===== config.mk =====
export PLATFORM = sky130hd
export DESIGN_NAME = alu_exec_stage
export DESIGN_NICKNAME = d
export VERILOG_FILES = /design/src/rtl/alu_exec_stage.sv
export SDC_FILE = /design/constraint.sdc
export NUM_CORES = 1
export LEC_CHECK = 0
export CORE_MARGIN = 1.5
export CORE_UTILIZATION = 34
export DETAILED_ROUTE_END_ITERATION = 6
export SYNTH_ARGS = -nofsm -noshare
export SYNTH_HDL_FRONTEND = slang
export SYNTH_SLANG_ARGS = --single-unit

===== constraint.sdc =====
create_clock -name clk -period 3.4 [get_ports clk]
set_input_delay 0.51 -clock clk [delete_from_list [all_inputs] [get_ports clk]]
set_output_delay 0.51 -clock clk [all_outputs]
set_load 0.01 [all_outputs]

===== src/rtl/alu_exec_stage.sv =====
// Single-issue 64-bit ALU execute stage with valid/ready handshakes on both sides.
// Shifts run one bit per cycle in a working register; all other ops finish in one cycle.
module alu_exec_stage (
   input  logic        clk,
   input  logic        rst,
   input  logic        in_valid,
   output logic        in_ready,
   input  logic [3:0]  in_op,
   input  logic [63:0] in_a,
   input  logic [63:0] in_b,
   input  logic [4:0]  in_tag,
   output logic        out_valid,
   input  logic        out_ready,
   output logic [63:0] out_result,
   output logic [4:0]  out_tag,
   output logic        out_zf,
   output logic        out_illegal
);

   localparam logic [3:0] OP_ADD  = 4'd0;
   localparam logic [3:0] OP_SUB  = 4'd1;
   localparam logic [3:0] OP_AND  = 4'd2;
   localparam logic [3:0] OP_OR   = 4'd3;
   localparam logic [3:0] OP_XOR  = 4'd4;
   localparam logic [3:0] OP_SLT  = 4'd5;
   localparam logic [3:0] OP_SLTU = 4'd6;
   localparam logic [3:0] OP_SLL  = 4'd7;
   localparam logic [3:0] OP_SRL  = 4'd8;
   localparam logic [3:0] OP_SRA  = 4'd9;

   typedef enum logic [1:0] {IDLE, SHIFT, DONE} state_t;
   typedef enum logic [1:0] {SK_SLL, SK_SRL, SK_SRA} shift_kind_t;

   state_t      state_q, state_d;
   shift_kind_t kind_q, kind_d;
   logic [63:0] result_q, alu_value, shifted;
   logic [5:0]  count_q;
   logic [4:0]  tag_q;
   logic        zf_q, illegal_q;
   logic        is_shift, start_shift, accept;
   logic [5:0]  shamt;

   assign shamt       = in_b[5:0];
   assign in_ready    = (state_q == IDLE) | ((state_q == DONE) & out_ready);
   assign accept      = in_valid & in_ready;
   assign start_shift = is_shift & (shamt != 6'd0);

   assign out_valid   = (state_q == DONE);
   assign out_result  = result_q;
   assign out_tag     = tag_q;
   assign out_zf      = zf_q;
   assign out_illegal = illegal_q;

   // Shift ops load the unshifted operand; the SHIFT state walks it one bit per cycle.
   always_comb begin
      // NOTE: every output of a combinational block gets a default first so no latch is inferred.
      alu_value = '0;
      is_shift  = 1'b0;
      kind_d    = SK_SLL;
      case (in_op)
         OP_ADD:  alu_value = in_a + in_b;
         OP_SUB:  alu_value = in_a - in_b;
         OP_AND:  alu_value = in_a & in_b;
         OP_OR:   alu_value = in_a | in_b;
         OP_XOR:  alu_value = in_a ^ in_b;
         OP_SLT:  alu_value = {63'd0, $signed(in_a) < $signed(in_b)};
         OP_SLTU: alu_value = {63'd0, in_a < in_b};
         OP_SLL:  begin alu_value = in_a; is_shift = 1'b1; kind_d = SK_SLL; end
         OP_SRL:  begin alu_value = in_a; is_shift = 1'b1; kind_d = SK_SRL; end
         OP_SRA:  begin alu_value = in_a; is_shift = 1'b1; kind_d = SK_SRA; end
         default: alu_value = '0;
      endcase
   end

   always_comb begin
      shifted = result_q;
      case (kind_q)
         SK_SLL:  shifted = {result_q[62:0], 1'b0};
         SK_SRL:  shifted = {1'b0, result_q[63:1]};
         SK_SRA:  shifted = {result_q[63], result_q[63:1]};
         default: shifted = result_q;
      endcase
   end

   always_comb begin
      state_d = state_q;
      if (accept) begin
         state_d = start_shift ? SHIFT : DONE;
      end else begin
         case (state_q)
            SHIFT:   if (count_q == 6'd1) state_d = DONE;
            DONE:    if (out_ready) state_d = IDLE;
            default: state_d = state_q;
         endcase
      end
   end

   // NOTE: sequential state uses non-blocking assignments so every register samples pre-edge values.
   always_ff @(posedge clk or posedge rst) begin
      if (rst) state_q <= IDLE;
      else     state_q <= state_d;
   end

   // NOTE: datapath registers are reset too, so a discarded operation never leaves a visible result.
   always_ff @(posedge clk or posedge rst) begin
      if (rst) begin
         result_q  <= '0;
         count_q   <= '0;
         tag_q     <= '0;
         zf_q      <= 1'b0;
         illegal_q <= 1'b0;
         kind_q    <= SK_SLL;
      end else if (accept) begin
         result_q  <= alu_value;
         count_q   <= is_shift ? shamt : 6'd0;
         tag_q     <= in_tag;
         zf_q      <= (alu_value == 64'd0);
         illegal_q <= (in_op > OP_SRA);
         kind_q    <= kind_d;
      end else if (state_q == SHIFT) begin
         result_q <= shifted;
         count_q  <= count_q - 6'd1;
         if (count_q == 6'd1) zf_q <= (shifted == 64'd0);
      end
   end

endmodule

==> run_summary.xml <==
<?xml version="1.0" encoding="UTF-8"?>
<metrics>
  <group name="timing">
    <metric name="setup_total_negative_slack" unit="ns">-5.18</metric>
    <metric name="fin_crit" unit="ns">4.06</metric>
    <metric name="report.final.hold_viol_count" unit="">0</metric>
    <metric name="timing.final.setup_violations" unit="">22</metric>
    <metric name="layout_worst_path_cycle_share" unit="%">119</metric>
    <metric name="rsz_0062_raised_after_global_routing" unit="">true</metric>
    <metric name="setup_ws" unit="ns">-0.662</metric>
    <metric name="max_freq" unit="GHz">0.246</metric>
    <metric name="slew_headroom" unit="%">36.5</metric>
    <metric name="final_max_slew_viol_count" unit="">0</metric>
    <metric name="worst_pin_slew" unit="ns">0.950</metric>
    <metric name="clock-skew-final" unit="ns">0.00642</metric>
  </group>
  <group name="critical_path">
    <metric name="worst_path_max_delay_cell" unit="">clkdlybuf4s50_1</metric>
    <metric name="regToRegSetupSlack" unit="ns">0.25</metric>
    <metric name="reg2reg_depth" unit="">10</metric>
    <metric name="critPathRequiredTime" unit="ns">3.69</metric>
    <metric name="critical_path.reg2reg.endpoint" unit="">out_zf</metric>
    <metric name="critical_path.reg2reg.startpoint" unit="">kind_q[0]</metric>
    <metric name="setup.worst_path.start_class" unit="">input pin</metric>
    <metric name="timing.critical_path.cells" unit="">clkdlybuf4s50_1 -&gt; buf_4 -&gt; nand2b_1 -&gt; o21ai_4 -&gt; buf_4 -&gt; a221oi_1 -&gt; o21ai_0 -&gt; nor2_1 -&gt; nand4_1 -&gt; nor4_4 -&gt; nand4_1 -&gt; nor3_2 -&gt; buf_4 -&gt; nand3_1 -&gt; nor4_2 -&gt; buf_4 -&gt; nand3_2 -&gt; o21ai_1</metric>
    <metric name="critPathMostFrequentCell" unit="">buf_4</metric>
    <metric name="critical_path_peak_fanout" unit="">7</metric>
    <metric name="critPathMaxStageDelay" unit="ns">0.47</metric>
    <metric name="critical_path_class" unit="">input pin to register</metric>
    <metric name="timing.critical_path.arrival" unit="ns">4.35</metric>
    <metric name="critical_path.endpoint_type" unit="">register</metric>
  </group>
  <group name="die">
    <metric name="design.portCount" unit="">214</metric>
    <metric name="num_rows" unit="">84</metric>
    <metric name="initial_core_util" unit="%">34.6</metric>
    <metric name="design.die.area" unit="sq mm">0.0551</metric>
    <metric name="die-width" unit="um">235</metric>
    <metric name="die_height" unit="um">235</metric>
    <metric name="core" unit="sq mm">0.0528</metric>
  </group>
  <group name="synthesis">
    <metric name="number_of_synthesized_register_bits" unit="">81</metric>
    <metric name="netlist_top_cells_area" unit="">ha_1 (15%), dfrtp_1 (11%), a21oi_1 (7.1%)</metric>
    <metric name="synth_nets" unit="">3031</metric>
    <metric name="ys_dominant_reg_cell" unit="">dfrtp_1</metric>
    <metric name="part_of_the_yosys_area_used_for_sequential_elements" unit="%">11.1</metric>
    <metric name="syn-instance-count" unit="">2663</metric>
    <metric name="syn-mean-instance-area" unit="sq um">6.85</metric>
    <metric name="count_of_flip_flops_with_a_built_in_enable_after_synthesis" unit="">0</metric>
    <metric name="post-synth-top-area-fraction" unit="%">15.4</metric>
    <metric name="asyncSetResetFlopFracSynth" unit="%">100</metric>
    <metric name="post_synth_instance_area" unit="sq mm">0.0182</metric>
    <metric name="ys_warn_count" unit="">0</metric>
    <metric name="synth_cell_type_count" unit="">97</metric>
    <metric name="synth_largest_area_cell" unit="">ha_1</metric>
  </group>
  <group name="route">
    <metric name="drt_iter0_markers" unit="">2609</metric>
    <metric name="postRouteAntennaNets" unit="">0</metric>
    <metric name="route.vias.total" unit="">26600</metric>
    <metric name="detail_route.vias_per_cell" unit="">5.91</metric>
    <metric name="wl_per_cell" unit="um">23.2</metric>
    <metric name="detail_route.first_pass.iterations" unit="">7</metric>
    <metric name="drc_viols" unit="">17</metric>
    <metric name="postRouteWirelength" unit="mm">104</metric>
  </group>
  <group name="global_route">
    <metric name="grt_pass1_vias" unit="">26000</metric>
    <metric name="wire_length_of_the_first_global_routing_pass" unit="mm">157</metric>
    <metric name="number_of_antenna_violations_at_the_first_check_in_global_routing" unit="">3</metric>
    <metric name="grt_util_all_layers" unit="%">36.2</metric>
    <metric name="grt-ovfl-total" unit="">0</metric>
    <metric name="pin_count_of_the_biggest_net_entering_global_routing" unit="">92</metric>
  </group>
  <group name="place">
    <metric name="place_congestion" unit="">1.02</metric>
    <metric name="io_buffers" unit="">213</metric>
    <metric name="pre_cts_slack" unit="ns">-1.83</metric>
    <metric name="hpwlAfterDp" unit="mm">83.0</metric>
    <metric name="placed_cells_incl_taps" unit="">4351</metric>
  </group>
  <group name="clocking">
    <metric name="worst_skew_pair.late_latency" unit="ns">0.36</metric>
    <metric name="cts_tree" unit="">yes</metric>
    <metric name="cts_hold_buffers" unit="">0</metric>
    <metric name="cts_root_buffer" unit="">clkbuf_16</metric>
    <metric name="clkSlewWorstSetupHoldPaths" unit="ns">0.06</metric>
    <metric name="clock_path_buffers" unit="">2</metric>
    <metric name="cts_buffers" unit="">9</metric>
    <metric name="cts.sink_count" unit="">81</metric>
    <metric name="cts-htree-levels" unit="">3</metric>
  </group>
  <group name="worst_hold_path">
    <metric name="worstHoldStart" unit="">out_tag[1]</metric>
    <metric name="holdPathStages" unit="">2</metric>
    <metric name="class_of_the_worst_hold_path" unit="">register to register</metric>
    <metric name="whs_endpoint" unit="">out_tag[1]</metric>
  </group>
  <group name="power">
    <metric name="worst_ir_drop_vdd" unit="mV">0.343</metric>
    <metric name="power.static_leakage" unit="uW">0.0143</metric>
    <metric name="power" unit="uW">12000</metric>
    <metric name="powerDensity" unit="mW/mm^2">372</metric>
  </group>
  <group name="cells_and_area">
    <metric name="syn_to_final_growth" unit="%">76.7</metric>
    <metric name="most_used_cells_in_the_layout_excluding_fill_and_tap_cells" unit="">buf_4 (1,009), nor2_1 (227), a21oi_1 (207), o21ai_0 (183), nand2_1 (166)</metric>
    <metric name="layout.cells.non_filler" unit="">4499</metric>
    <metric name="layout.core_utilization" unit="%">61.1</metric>
    <metric name="final_nets" unit="">4173</metric>
    <metric name="multi_input_comb_area" unit="sq mm">0.0174</metric>
    <metric name="sequential_cell_area" unit="sq mm">0.00203</metric>
    <metric name="leading_cell_type_in_the_layout_fill_and_taps_excluded" unit="">buf_4</metric>
    <metric name="post_route_cells_drive_above_1_share" unit="%">44.0</metric>
    <metric name="fillers" unit="">4841</metric>
  </group>
  <group name="status">
    <metric name="run_status" unit="">finished, violations left</metric>
    <metric name="failed_checks" unit="">DRC, setup timing</metric>
  </group>
  <group name="flow_run">
    <metric name="cap_viol_max_count" unit="">0</metric>
  </group>
</metrics>
## synth_stat cells, types with 7 or more instances
| cell type | n |
|---|---|
| a221o_1 | 36 |
| dfrtp_1 | 81 |
| nand4_1 | 41 |
| o21bai_1 | 27 |
| or3_1 | 19 |
| a21o_1 | 28 |
| nand3_1 | 68 |
| a211oi_1 | 24 |
| inv_1 | 205 |
| nor3b_1 | 12 |
| a2111oi_0 | 7 |
| o31ai_1 | 45 |
| o22ai_1 | 55 |
| mux2i_1 | 14 |
| o31a_1 | 13 |
| o21ai_0 | 220 |
| or2_2 | 7 |
| clkbuf_1 | 143 |
| o211ai_1 | 75 |
| a222oi_1 | 8 |
| nor2b_1 | 43 |
| buf_2 | 24 |
| a21oi_1 | 259 |
| nand2b_1 | 56 |
| a31oi_1 | 22 |
| nor3_1 | 52 |
| buf_1 | 19 |
| and3_1 | 21 |
| a221oi_1 | 37 |
| a21oi_2 | 7 |
| nor2_1 | 250 |
| and2_1 | 9 |
| and4_1 | 11 |
| a21boi_0 | 9 |
| o221ai_1 | 22 |
| o21ai_1 | 14 |
| or4_1 | 8 |
| xnor2_1 | 21 |
| a22oi_1 | 28 |
| o21a_1 | 19 |
| a211o_1 | 13 |
| ha_1 | 225 |
| nor4_1 | 58 |
| nand3b_1 | 11 |
| nand2_1 | 175 |
## worst max path at each step
stage,from,to,slack [ns]
finish,in_op[2],out_zf,-0.66
floorplan,in_a[0],out_zf,-0.34
global placement,in_a[1],out_zf,-1.82
CTS,in_a[0],out_zf,-0.61
global route,in_op[2],out_zf,-0.80
detailed placement,in_a[0],out_zf,-1.83
## layout make-up
type	count	share of cell area (%)
tap	688	2.67
clock inverter	4	0.0854
multi-input combinational	2187	53.9
antenna	1	0.00776
timing repair buffer	1319	33.6
clock buffer	12	0.796
sequential	81	6.30
inverter	207	2.57
## flip-flops by register name, summed over array words and instances (netlist names)
signal,cells
count_q,6
out_result,64
out_illegal,1
out_tag,5
kind_q,2
state_q,2
out_zf,1
## through the flow
stage / hold slack [ns] / cell area (sq um)
after floorplan: 0.514 / 18300
after global placement: 0.459 / 28100
after detailed placement: 0.466 / 28100
after CTS: 0.485 / 31300
after global routing: 0.510 / 32200
final: 0.482 / 32200
## critical path: cells and delay by family
kind            cells  cell delay [ns]
buf+inv             5             1.12
compound gates      4             1.05
simple gates        9             1.66
## cells by family after synthesis
family | count (synthesis) | synth area share (%)
multiplexers | 18 | 1.01
AO/OA/AOI/OAI | 1055 | 39.0
flip-flops | 81 | 11.1
adder cells (fa/ha/maj) | 227 | 15.6
XOR/XNOR | 24 | 1.15
buffers and inverters | 395 | 8.37
AND/OR/NAND/NOR | 863 | 23.7
## report_power, final
part	switching (uW)	total [uW]	internal, uW
clock network	429	963	534
logic	4780	8970	4190
registers	661	2080	1410
total	5870	12000	6140
## what timing repair did
action	CTS	global route
setup endpoints to repair	56	42
pin swaps	162	139
cloned	0	1
gates resized for setup	714	269
buffers inserted	124	39
## routing by layer
metal	GRT usage [%]	share of wire, %
met3	4.12	7.3
met2	59.7	46
met1	48.1	43
met4	14.1	4.2
met5	0	0
Power figures use the tool's default switching activity.
